File: config.mk
export PLATFORM = sky130hd
export DESIGN_NAME = if_prefetch_queue
export DESIGN_NICKNAME = d
export VERILOG_FILES = /design/src/rtl/if_prefetch_queue.sv
export SDC_FILE = /design/constraint.sdc
export NUM_CORES = 1
export LEC_CHECK = 0
export CAP_MARGIN = 20
export CORE_MARGIN = 4
export CORE_UTILIZATION = 35
export CTS_BUF_LIST = sky130_fd_sc_hd__clkbuf_2
export CTS_CLUSTER_SIZE = 12
export DETAILED_ROUTE_END_ITERATION = 7
export HOLD_SLACK_MARGIN = 0.03
export PLACE_DENSITY = 0.66
export REMOVE_ABC_BUFFERS = 1
export SLEW_MARGIN = 20
export SYNTH_ARGS = -nofsm -noshare
export SYNTH_HDL_FRONTEND = slang
export SYNTH_SLANG_ARGS = --single-unit
File: constraint.sdc
create_clock -name clk_i -period 7.7 [get_ports clk_i]
set_clock_uncertainty 0.1 [all_clocks]
set_input_delay 0.77 -clock clk_i [delete_from_list [all_inputs] [get_ports clk_i]]
set_output_delay 0.77 -clock clk_i [all_outputs]
set_load 0.03 [all_outputs]
File: src/rtl/if_prefetch_queue.sv
// Instruction-fetch front end: owns the fetch PC, issues one imem request at a time,
// and buffers {pc, instr} pairs in a small FIFO for decode. A redirect flushes everything.
module if_prefetch_queue #(
   parameter int unsigned DEPTH    = 4,
   parameter logic [31:0] RESET_PC = 32'h0000_0000
) (
   input  logic                     clk_i,
   input  logic                     rst_i,
   input  logic                     start_i,
   input  logic                     redirect_i,
   input  logic [31:0]              redirect_pc_i,
   output logic                     imem_req_o,
   output logic [31:0]              imem_addr_o,
   input  logic                     imem_gnt_i,
   input  logic                     imem_rvalid_i,
   input  logic [31:0]              imem_rdata_i,
   output logic                     instr_valid_o,
   output logic [31:0]              instr_o,
   output logic [31:0]              instr_pc_o,
   input  logic                     instr_ready_i,
   output logic [$clog2(DEPTH):0]   count_o
);

   localparam int unsigned PW = $clog2(DEPTH);
   localparam int unsigned CW = PW + 1;

   typedef enum logic [1:0] {IDLE, REQ, WAIT, DROP} state_t;

   state_t          state_reg, state_next;
   logic [31:0]     fetch_pc_reg, fetch_pc_next;
   logic [CW-1:0]   count_reg, count_next;
   logic [PW-1:0]   rd_ptr_reg, wr_ptr_reg;
   logic            push, pop, refill;

   logic [31:0]     instr_mem [DEPTH];
   logic [31:0]     pc_mem    [DEPTH];

   always_comb begin
      push          = (state_reg == WAIT) && imem_rvalid_i && !redirect_i;
      pop           = (count_reg != '0) && instr_ready_i && !redirect_i;
      count_next    = count_reg + CW'(push) - CW'(pop);
      refill        = start_i && (count_next < CW'(DEPTH));
      state_next    = state_reg;
      fetch_pc_next = fetch_pc_reg;

      case (state_reg)
         IDLE: if (start_i && (count_reg < CW'(DEPTH))) state_next = REQ;
         REQ:  if (imem_gnt_i) state_next = WAIT;
         WAIT: if (imem_rvalid_i) begin
                  fetch_pc_next = fetch_pc_reg + 32'd4;
                  state_next    = refill ? REQ : IDLE;
               end
         DROP: if (imem_rvalid_i) state_next = refill ? REQ : IDLE;
         default: state_next = IDLE;
      endcase

      // Redirect empties the FIFO, so any refill decision only depends on start_i.
      // A response landing in the redirect cycle itself closes the transaction.
      if (redirect_i) begin
         count_next    = '0;
         fetch_pc_next = redirect_pc_i & 32'hFFFF_FFFC;
         case (state_reg)
            IDLE:       state_next = start_i ? REQ : IDLE;
            REQ:        state_next = imem_gnt_i ? DROP : REQ;
            WAIT, DROP: state_next = imem_rvalid_i ? (start_i ? REQ : IDLE) : DROP;
            default:    state_next = IDLE;
         endcase
      end
   end

   always_ff @(posedge clk_i or negedge rst_i) begin
      if (!rst_i) begin
         state_reg    <= IDLE;
         fetch_pc_reg <= RESET_PC;
         count_reg    <= '0;
         rd_ptr_reg   <= '0;
         wr_ptr_reg   <= '0;
      end else begin
         state_reg    <= state_next;
         fetch_pc_reg <= fetch_pc_next;
         count_reg    <= count_next;
         if (redirect_i) begin
            rd_ptr_reg <= '0;
            wr_ptr_reg <= '0;
         end else begin
            if (push) wr_ptr_reg <= wr_ptr_reg + PW'(1);
            if (pop)  rd_ptr_reg <= rd_ptr_reg + PW'(1);
         end
      end
   end

   // Entry storage carries no reset; the head is masked to zero while empty.
   generate
      for (genvar gi = 0; gi < DEPTH; gi++) begin : g_entry
         always_ff @(posedge clk_i) begin
            if (push && (wr_ptr_reg == PW'(gi))) begin
               instr_mem[gi] <= imem_rdata_i;
               pc_mem[gi]    <= fetch_pc_reg;
            end
         end
      end
   endgenerate

   assign imem_req_o    = (state_reg == REQ);
   assign imem_addr_o   = fetch_pc_reg;
   assign instr_valid_o = (count_reg != '0);
   assign instr_o       = instr_valid_o ? instr_mem[rd_ptr_reg] : 32'h0;
   assign instr_pc_o    = instr_valid_o ? pc_mem[rd_ptr_reg] : 32'h0;
   assign count_o       = count_reg;

endmodule

* After elaboration in Yosys (flattened, before gate mapping) *
Memories as Yosys holds them, arrays and structs flattened.
Index checks and enable logic that the tools add are counted.

storage, ports and cells
  bits in registers = 41
  bits in writable memories = 256
  output and inout port bits = 101
  word-level logic and storage cells = 96
  memories = 2

memory list
  memory     depth  width  read ports  clocked after Yosys merged registers in  write ports  line  text
  instr_mem  4      32     1           0                                        1            35    logic [31:0] instr_mem [DEPTH];
  pc_mem     4      32     1           0                                        1            36    logic [31:0] pc_mem [DEPTH];

cells by class
  $add $sub $neg = 5
  magnitude comparators = 2
  equality and inequality tests = 9
  mux-type cells = 46
  reduce and logical (&&, ||, !) cells = 27

operators with widths
  kind                   count
  $mux 32                11
  $reduce_or 32->1       6
  $add 32x3->32 const B  1
  $mux 2                 16
  $mux 1                 16
  $pmux 2 s3             2
  $logic_and 1x1->1      10
  $eq 2x2->1 const B     4
  $reduce_bool 2->1      4
  $lt 3x3->1 const B     2
  $add 2x1->2 const B    2
  $eq 2x1->1 const B     2
  $logic_not 2->1        2
  $add 3x1->3            1
  $mux 3                 1
  $ne 3x1->1 const B     1
  $ne 3x2->1 const B     1
  $ne 3x3->1 const B     1
  $reduce_and 3->1       1
  $reduce_bool 3->1      1
  $sub 3x1->3            1
  $reduce_and 2->1       1
  $reduce_or 2->1        1
  $logic_not 1->1        1

* Longest topological paths before layout *
Gate-level depths: netlist (run 1).

  depth in word-level cells = 11
  mapped depth = 12
  depth with buffers taken out = 10

* Least setup slack after synthesis (run 1) *
No wires, ideal clock.

  kind = input port to flip-flop
  start point = in redirect_i
  end point = mem instr_mem[0][0] (enable)
  setup time = 0.427 ns
  arrival = 2.844 ns
  required time = 7.173 ns
  slack = 4.329 ns
  stages on the path = 4
  cells stage by stage = clkbuf_1 > buf_1 > nor2_1 > and2_1

between the ends
  word-level cells in the longest chain between the ends = 9

ends and longest elaborated chain
  element                                                   line  text
  start: declaration                                        10    input logic redirect_i,
  $logic_not 1->1 (*)                                       39    push = (state_reg == WAIT) && imem_rvalid_i && !redirect_i;
  $logic_and 1x1->1 (*)                                     39
  $logic_and 1x1->1                                         96    if (push && (wr_ptr_reg == PW'(gi))) begin
  $mux 1                                                    96
  $mux 1 (implied by the code)                              97    instr_mem[gi] <= imem_rdata_i;
  $reduce_or 32->1 (no line)                                n/a
  $mux 2 (no line) or $mux 1 (tied branches) (3 in series)  n/a
  end: declaration                                          35

Every way passes the cells marked *; elsewhere a longest branch is shown, timed or not.

* Worst setup path after layout (run 1) *
  start point = reg rd_ptr_reg[0]
  end point = out instr_pc_o[15]

between the ends
  word-level cells in the longest chain between the ends = 2

ends and longest elaborated chain
  element                   line  text
  start: declaration        32    logic [PW-1:0] rd_ptr_reg, wr_ptr_reg;
  start signal: assignment  87    if (pop) rd_ptr_reg <= rd_ptr_reg + PW'(1);
  $mem_v2 4x32              n/a
  $mux 32                   108   assign instr_pc_o = instr_valid_o ? pc_mem[rd_ptr_reg] : 32'h0;
  end: declaration          19    output logic [31:0] instr_pc_o,

No other way between the ends.

==> results.txt, run 1 <==
FFs w/ async S/R, synth -> 0.1359
Area Growth Syn to Fin -> 23.88%
Multi-input gate area -> 3090 um2
EDFF count, synth -> 248
latest clock arrival within the worst-skew pair -> 0.81 ns
R2R setup slack -> 4.59 ns
Clock transition at path regs -> 0.10 ns
GR peak layer -> met2
most flop-heavy register -> instr_mem
Die W -> 191.0 um
pre-CTS setup slack -> 3.763 ns
synth warn -> 0
final hold slack -> 0.4044 ns
hold_sp -> redirect_pc_i[17]
Critical Path Fanout Max -> 38
RSZ-0062 raised after global routing -> no
Hold EP -> imem_addr_o[17]
fmax -> 213.9 MHz
fin cells -> 1379
total of max-cap violations -> 0
Mapped Area -> 11720 um2
Setup Fix Bufs, Post-CTS -> 0
Storage cell area -> 8431 um2
TNS Setup -> 0 ns
Final Hold Viols -> 0
Hold Crit Depth -> 3
GRT met3 Usage -> 0.04693
reg-to-reg endpoint -> state_reg[0]
static leakage power -> 4.838 nW
core area -> 32780 um2
met1 Resource Use GR -> 0.1952
DRC Markers -> 0
vias in the first global route -> 7255
Slew @ Worst Pin -> 1.041 ns
fin crit share -> 0.6071
IO Pins -> 172
kind of critical path -> reg -> out
Fill cells -> 2992
most common library cells after synthesis -> edfxtp_1 (248), and2_1 (68), mux4_2 (62)
die area -> 36490 um2
PwrDens -> 278.1 nW/um2
drt first-iter violations -> 372
Tmin final -> 4.674 ns
initial antenna violation count -> 1
status -> complete, no violations
antenna-violating nets left -> 0
Hold Path Class -> in -> reg
port bufs -> 165
vias after detailed routing -> 6788
Peak VDD IR -> 0.2946 mV
GRT Residual Overflow -> 0
aggregate global-route resource usage -> 0.1491
Reg-to-Reg Start -> count_o[2]
met2 Usage GRT -> 0.2395
synth top area cells -> edfxtp_1 (64%), mux4_2 (12%), dfrtp_1 (8.3%)
cell count of the worst reg-to-reg path -> 11
H-tree Lvls -> 3
CTS Buffer Depth -> 3
Initial Util -> 0.3576
Final Setup Violations -> 0
final wirelength -> 26.86 mm
Syn Inst Count -> 670
row cnt -> 66
Req. time, crit path -> 6.83 ns
WL per Instance -> 19.48 um
Syn Area/Cell -> 17.50 um2
CTS tree -> done
Yosys cell types -> 43
hpwl dp -> 15.02 mm
Yosys top cell area share -> 0.6352
largest net degree at the start of global routing -> 66
most frequent cell after synthesis -> edfxtp_1
dominant cell type by area after synthesis -> edfxtp_1
Placer Congestion -> 0.7187
Pre-antenna DRT Iters -> 5
Final Total Pwr -> 0.004039 W
sequential area share after synthesis -> 0.7185
setup ws final -> 3.026 ns
cts repair resizes -> 0
first-pass GRT wire length -> 41.70 mm
Largest register FFs -> 128
dpl cells -> 1242
Num CTS Buffers -> 77
Top FF cell, synth -> edfxtp_1
critical path capture point type -> output pin
CTS Sinks -> 287
#FFs+latches synth -> 287
fin. max-slew vios -> 0
Slew HR -> 0.3061
Vias per Instance -> 4.922
crit path launch type -> flip-flop
Post-layout nets -> 959
critical path arrival -> 3.80 ns
Die Height -> 191.0 um
clk root buf -> clkbuf_2
share of cells above drive strength 1 -> 0.2064
## metal layers
metal / share of wire / routed length (um)
met5: 0 / 0
met4: 0.014 / 363
met3: 0.069 / 1853
met2: 0.49 / 13050
met1: 0.43 / 11590
## cells by family (layout without fill, tap and decap cells)
group / after synthesis / after routing / synth area share
buf+inv: 54 / 316 / 0.01985
flops: 287 / 287 / 0.7185
mux: 65 / 65 / 0.1217
compound gates: 54 / 54 / 0.02935
fa+ha+maj: 8 / 8 / 0.009178
xor+xnor: 13 / 13 / 0.009712
simple gates: 188 / 188 / 0.09146
other cells: 1 / 6 / 0.0003199
## worst max-delay path by stage
stage,from,end,slack [ns],cells after the start
3_3_place_gp,rd_ptr_reg[0],instr_o[25],3.78,4
2_1_floorplan,rd_ptr_reg[0],instr_o[0],3.40,2
6_report,rd_ptr_reg[0],instr_pc_o[15],3.03,4
4_1_cts,rd_ptr_reg[0],instr_o[25],2.76,4
5_1_grt,rd_ptr_reg[0],instr_o[25],2.61,4
3_5_place_dp,rd_ptr_reg[0],instr_o[25],3.76,4
## stage by stage
stage / util / area, um2
global placement: 0.4205 / 13790
finish: 0.4430 / 14520
global route: 0.4429 / 14520
CTS: 0.4429 / 14520
floorplan: - / 11550
detailed placement: 0.4205 / 13790
## report_power, final
part           leakage (nW)  internal, W  switching [W]
clock                 0.538     0.000471       0.000610
combinational          1.61     0.000516       0.000598
sequential             2.69      0.00174       0.000101
## area by class of cell
type / instances / area share
sequential: 287 / 0.5805
multi-input combinational: 332 / 0.2128
timing repair buffer: 169 / 0.1153
tap: 442 / 0.03808
clock buffer: 105 / 0.03618
clock inverter: 29 / 0.01353
inverter: 13 / 0.003360
antenna: 2 / 0.0003446
## worst max-delay path, stage by stage (launching register included)
cell and delay (ns):
dfrtp_4 0.82, buf_4 0.71, mux4_2 0.58, and2_1 0.19
clkdlybuf4s50_1 0.60
## layout by cell type (no fill, tap or decap), types with 12 or more instances in the layout
| cell type | n |
|---|---|
| nand3_1 | 15 |
| dfrtp_1 | 37 |
| o21ai_0 | 18 |
| a31oi_1 | 12 |
| clkdlybuf4s50_1 | 163 |
| nor2_1 | 25 |
| and2_1 | 64 |
| edfxtp_1 | 248 |
| or4_1 | 12 |
| clkinv_1 | 18 |
| clkbuf_2 | 105 |
| nand2_1 | 26 |
| inv_1 | 13 |
| mux4_2 | 62 |
## what timing repair did
action,in CTS,in global routing
hold endpoints to repair,39,0
setup endpoints to repair,0,0
hold buffers,1,0
No activity file was read; power rests on OpenSTA's default activity.
==> run 2: changes to the inputs <==
==> constraint.sdc (replaced) <==
create_clock -name clk_i -period 4.4 [get_ports clk_i]
set_clock_uncertainty 0.1 [all_clocks]
set_input_delay 0.44 -clock clk_i [delete_from_list [all_inputs] [get_ports clk_i]]
set_output_delay 0.44 -clock clk_i [all_outputs]
set_load 0.03 [all_outputs]
==> results.txt, run 2 (same netlist as run 1, synthesis figures left out) <==
Multi-input gate area -> 3090 um2
die area -> 36490 um2
first-pass GRT wire length -> 41.68 mm
status -> complete, no violations
static leakage power -> 4.896 nW
Fill cells -> 2966
Critical Path Fanout Max -> 27
latest clock arrival within the worst-skew pair -> 0.81 ns
GRT Residual Overflow -> 0
Initial Util -> 0.3576
kind of critical path -> reg -> out
WL per Instance -> 19.59 um
slowest CP cell -> clkdlybuf4s50_1
IO Pins -> 172
antenna-violating nets left -> 0
vias after detailed routing -> 6887
fin cells -> 1396
Post-layout nets -> 974
commonest non-fill, non-tap cells in the layout -> edfxtp_1 (248), clkdlybuf4s50_1 (163), clkbuf_2 (104)
drt first-iter violations -> 348
Placed Area -> 13880 um2
Area Growth Syn to Fin -> 25.34%
Die W -> 191.0 um
port bufs -> 165
final wirelength -> 27.35 mm
Tmin final -> 3.632 ns
PwrDens -> 475.7 nW/um2
Clock transition at path regs -> 0.11 ns
core area -> 32780 um2
fin crit share -> 0.8254
Setup Fix Bufs, Post-CTS -> 0
crit path launch type -> flip-flop
Storage cell area -> 8431 um2
critical path arrival -> 3.09 ns
Final Setup Violations -> 0
Vias per Instance -> 4.933
critical path capture point type -> output pin
largest net degree at the start of global routing -> 65
share of cells above drive strength 1 -> 0.2061
Final Hold Viols -> 0
clk root buf -> clkbuf_2
Slew @ Worst Pin -> 1.020 ns
RSZ-0062 raised after global routing -> no
H-tree Lvls -> 3
Req. time, crit path -> 3.86 ns
DRC Markers -> 0
total of max-cap violations -> 0
vias in the first global route -> 7375
fmax -> 275.3 MHz
most flop-heavy register -> instr_mem
fin. max-slew vios -> 0
Hold Path Class -> in -> reg
Slew HR -> 0.3197
Pre-antenna DRT Iters -> 5
TNS Setup -> 0 ns
aggregate global-route resource usage -> 0.1487
Hold Buf Count CTS -> 10
CTS Sinks -> 287
hpwl dp -> 16.12 mm
Largest register FFs -> 128
crit path cell chain -> buf_4 -> mux4_2 -> and2_1 -> clkdlybuf4s50_1
Final Instance Area -> 14690 um2
crit-path max cell delay -> 0.61 ns
Placer Congestion -> 0.7379
Num CTS Buffers -> 75
initial antenna violation count -> 1
CTS tree -> done
CTS Buffer Depth -> 3
leading cell type in the layout, fill and taps excluded -> edfxtp_1
Die Height -> 191.0 um
dpl cells -> 1248
row cnt -> 66
Peak VDD IR -> 0.3195 mV
cts repair resizes -> 0
run 2: critical path, delay by kind of cell (launching register included):
| family | cells | cell delay (ns) |
|---|---|---|
| AND/OR/NAND/NOR | 1 | 0.22 |
| multiplexers | 1 | 0.57 |
| flip-flops | 1 | 0.44 |
| buffers and inverters | 2 | 1.09 |
run 2: per-stage QoR:
step | hold WS [ns] | utilization | setup WS [ns] | total power, W
finish | 0.1370 | 0.4482 | 0.7681 | 0.006989
detailed placement | 0.4694 | 0.4234 | 1.162 | 0.005304
global route | 0.03509 | 0.4482 | 0.5355 | 0.007405
CTS | 0.03021 | 0.4473 | 0.6013 | 0.007140
global placement | 0.4559 | 0.4234 | 1.203 | 0.005283
floorplan | 0.04441 | - | 0.4252 | 0.004447
run 2: path summary, 6_finish.rpt:
check,cells past startpoint,end,startpoint,slack (ns)
max,4,instr_pc_o[18],rd_ptr_reg[0],0.77
min,3,imem_addr_o[21],redirect_pc_i[21],0.14
max reg2reg,10,state_reg[0],state_reg[1],1.64
min reg2reg,0,pc_mem[1][28],imem_addr_o[28],0.46
max in group asynchronous,3,rd_ptr_reg[0],rst_i,3.12
min in group asynchronous,3,imem_addr_o[22],rst_i,0.60
run 2: per-layer routing:
| layer | wire (um) | GRT usage |
|---|---|---|
| met5 | 0 | 0 |
| met4 | 344 | 0.04365 |
| met3 | 1584 | 0.03835 |
| met2 | 13520 | 0.2478 |
| met1 | 11910 | 0.1934 |
run 2: report_power, final:
group	leakage [nW]	total (W)	internal (W)	switching [W]
logic	1.70	0.00204	0.000926	0.00112
clock network	0.507	0.00179	0.000712	0.00107
registers	2.69	0.00316	0.00305	0.000113
run 2: area by class of cell:
cell class,instances,share of cell area
multi-input combinational,332,0.2103
clock buffer,104,0.03542
sequential,287,0.5737
tap,442,0.03764
inverter,13,0.003321
antenna,3,0.0005109
timing repair buffer,186,0.1281
clock inverter,29,0.01098
==> run 3: changes to the inputs <==
==> constraint.sdc (replaced) <==
create_clock -name clk_i -period 3.6 [get_ports clk_i]
set_clock_uncertainty 0.1 [all_clocks]
set_input_delay 0.36 -clock clk_i [delete_from_list [all_inputs] [get_ports clk_i]]
set_output_delay 0.36 -clock clk_i [all_outputs]
set_load 0.03 [all_outputs]
==> results.txt, run 3 (same netlist as run 1, synthesis figures left out) <==
Largest register FFs -> 128
Slew @ Worst Pin -> 0.9329 ns
fin crit share -> 0.9438
critical path capture point type -> output pin
die area -> 36490 um2
crit path cell chain -> buf_16 -> mux4_2 -> and2_1 -> clkdlybuf4s50_1
share of cells above drive strength 1 -> 0.2027
Final Setup Violations -> 0
WL per Instance -> 18.57 um
hpwl dp -> 16.21 mm
static leakage power -> 5.407 nW
CTS tree -> done
Clock transition at path regs -> 0.10 ns
Final Hold Viols -> 0
pre-CTS setup slack -> 0.6055 ns
Vias per Instance -> 4.841
crit-path max cell delay -> 0.62 ns
Tmin final -> 3.398 ns
Critical Path Fanout Max -> 45
Hold Path Class -> in -> reg
CTS Buffer Depth -> 3
drt first-iter violations -> 447
Placer Congestion -> 0.7447
setup ws final -> 0.2024 ns
CTS Sinks -> 287
Num CTS Buffers -> 75
Placed Area -> 13970 um2
largest net degree at the start of global routing -> 65
Area Growth Syn to Fin -> 31.93%
Die Height -> 191.0 um
Initial Util -> 0.3576
DRC Markers -> 0
vias in the first global route -> 7453
Final Total Pwr -> 0.008663 W
IO Pins -> 172
Pre-antenna DRT Iters -> 4
Final Core Density -> 0.4718
final wirelength -> 27.19 mm
initial antenna violation count -> 1
GRT Residual Overflow -> 0
leading cell type in the layout, fill and taps excluded -> edfxtp_1
GRT met3 Usage -> 0.03634
aggregate global-route resource usage -> 0.1502
clk root buf -> clkbuf_2
port bufs -> 165
fin. max-slew vios -> 0
Req. time, crit path -> 3.14 ns
crit path launch type -> flip-flop
fmax -> 294.3 MHz
Peak VDD IR -> 0.2724 mV
status -> complete, no violations
H-tree Lvls -> 3
critical path arrival -> 2.94 ns
GR peak layer -> met2
most flop-heavy register -> instr_mem
antenna-violating nets left -> 0
met1 Resource Use GR -> 0.2006
row cnt -> 66
fin cells -> 1464
first-pass GRT wire length -> 42.19 mm
slowest CP cell -> clkdlybuf4s50_1
kind of critical path -> reg -> out
core area -> 32780 um2
met2 Usage GRT -> 0.2444
PwrDens -> 560.1 nW/um2
Slew HR -> 0.3773
dpl cells -> 1256
latest clock arrival within the worst-skew pair -> 0.79 ns
Die W -> 191.0 um
commonest non-fill, non-tap cells in the layout -> edfxtp_1 (248), clkdlybuf4s50_1 (151), clkbuf_2 (104)
Final Instance Area -> 15470 um2
Post-layout nets -> 1044
total of max-cap violations -> 0
vias after detailed routing -> 7087
==> run 3: cell types whose count changed in the layout (fill, tap and decap cells not counted), sizes merged <==
cell	change
buf	+9
bufinv	+1
clkdlybuf4s50	-12
clkinv	-3
clkinvlp	+2
diode	-2
dlygate4sd3	+61
dlymetal6s2s	+12
==> run 3: worst max-delay path: cells and delay by family (launching register included) <==
family	cells	cell delay, ns
muxes	1	0.55
and+or+nand+nor	1	0.17
buffers and inverters	2	0.93
DFF	1	0.45
==> run 3: path summary, 6_finish.rpt <==
path / from / to / slack [ns] / depth (start not counted)
worst max-delay path: rd_ptr_reg[0] / instr_pc_o[28] / 0.20 / 4
worst min-delay path: redirect_pc_i[28] / imem_addr_o[28] / 0.17 / 3
worst max register to register: imem_addr_o[10] / imem_addr_o[29] / 0.93 / 4
worst min register to register: imem_addr_o[28] / pc_mem[0][28] / 0.48 / 0
max in group asynchronous: rst_i / rd_ptr_reg[1] / 2.47 / 4
min in group asynchronous: rst_i / imem_addr_o[27] / 0.42 / 3
==> run 3: area by class of cell <==
cell class	count	area [um2]
fill	2896	17320
sequential	287	8431
multi-input combinational	332	3090
timing repair buffer	256	2640
tap	442	553.0
clock buffer	104	520.5
clock inverter	29	181.4
inverter	13	48.80
antenna	1	2.502
==> run 3: repair_timing <==
item	in CTS	in global routing
cloned	0	0
setup buffers	0	0
endpoints found under the hold margin	158	10
endpoints found under the setup margin	24	33
resized for setup	1	14
hold buffers	72	1
==> run 3: metal layers <==
metal / routed length, um / share of wire / vias to the layer above
li1: - / - / 3279
met1: 11910 / 0.44 / 3547
met2: 13160 / 0.48 / 221
met3: 1688 / 0.062 / 40
met4: 434 / 0.016 / 0
met5: 0 / 0 / -
==> run 3: report_power, final <==
part	internal [W]	leakage, nW	switching [W]
Combinational	0.00119	2.20	0.00138
Clock	0.000935	0.513	0.00130
Sequential	0.00373	2.69	0.000131
==> run 3: per-stage QoR <==
stage / TNS (ns) / hold WS, ns
floorplan: -18.28 / -0.03559
global placement: 0 / 0.4681
detailed placement: 0 / 0.4806
CTS: -0.06692 / 0.03088
global route: -0.0001328 / 0.07071
finish: 0 / 0.1668
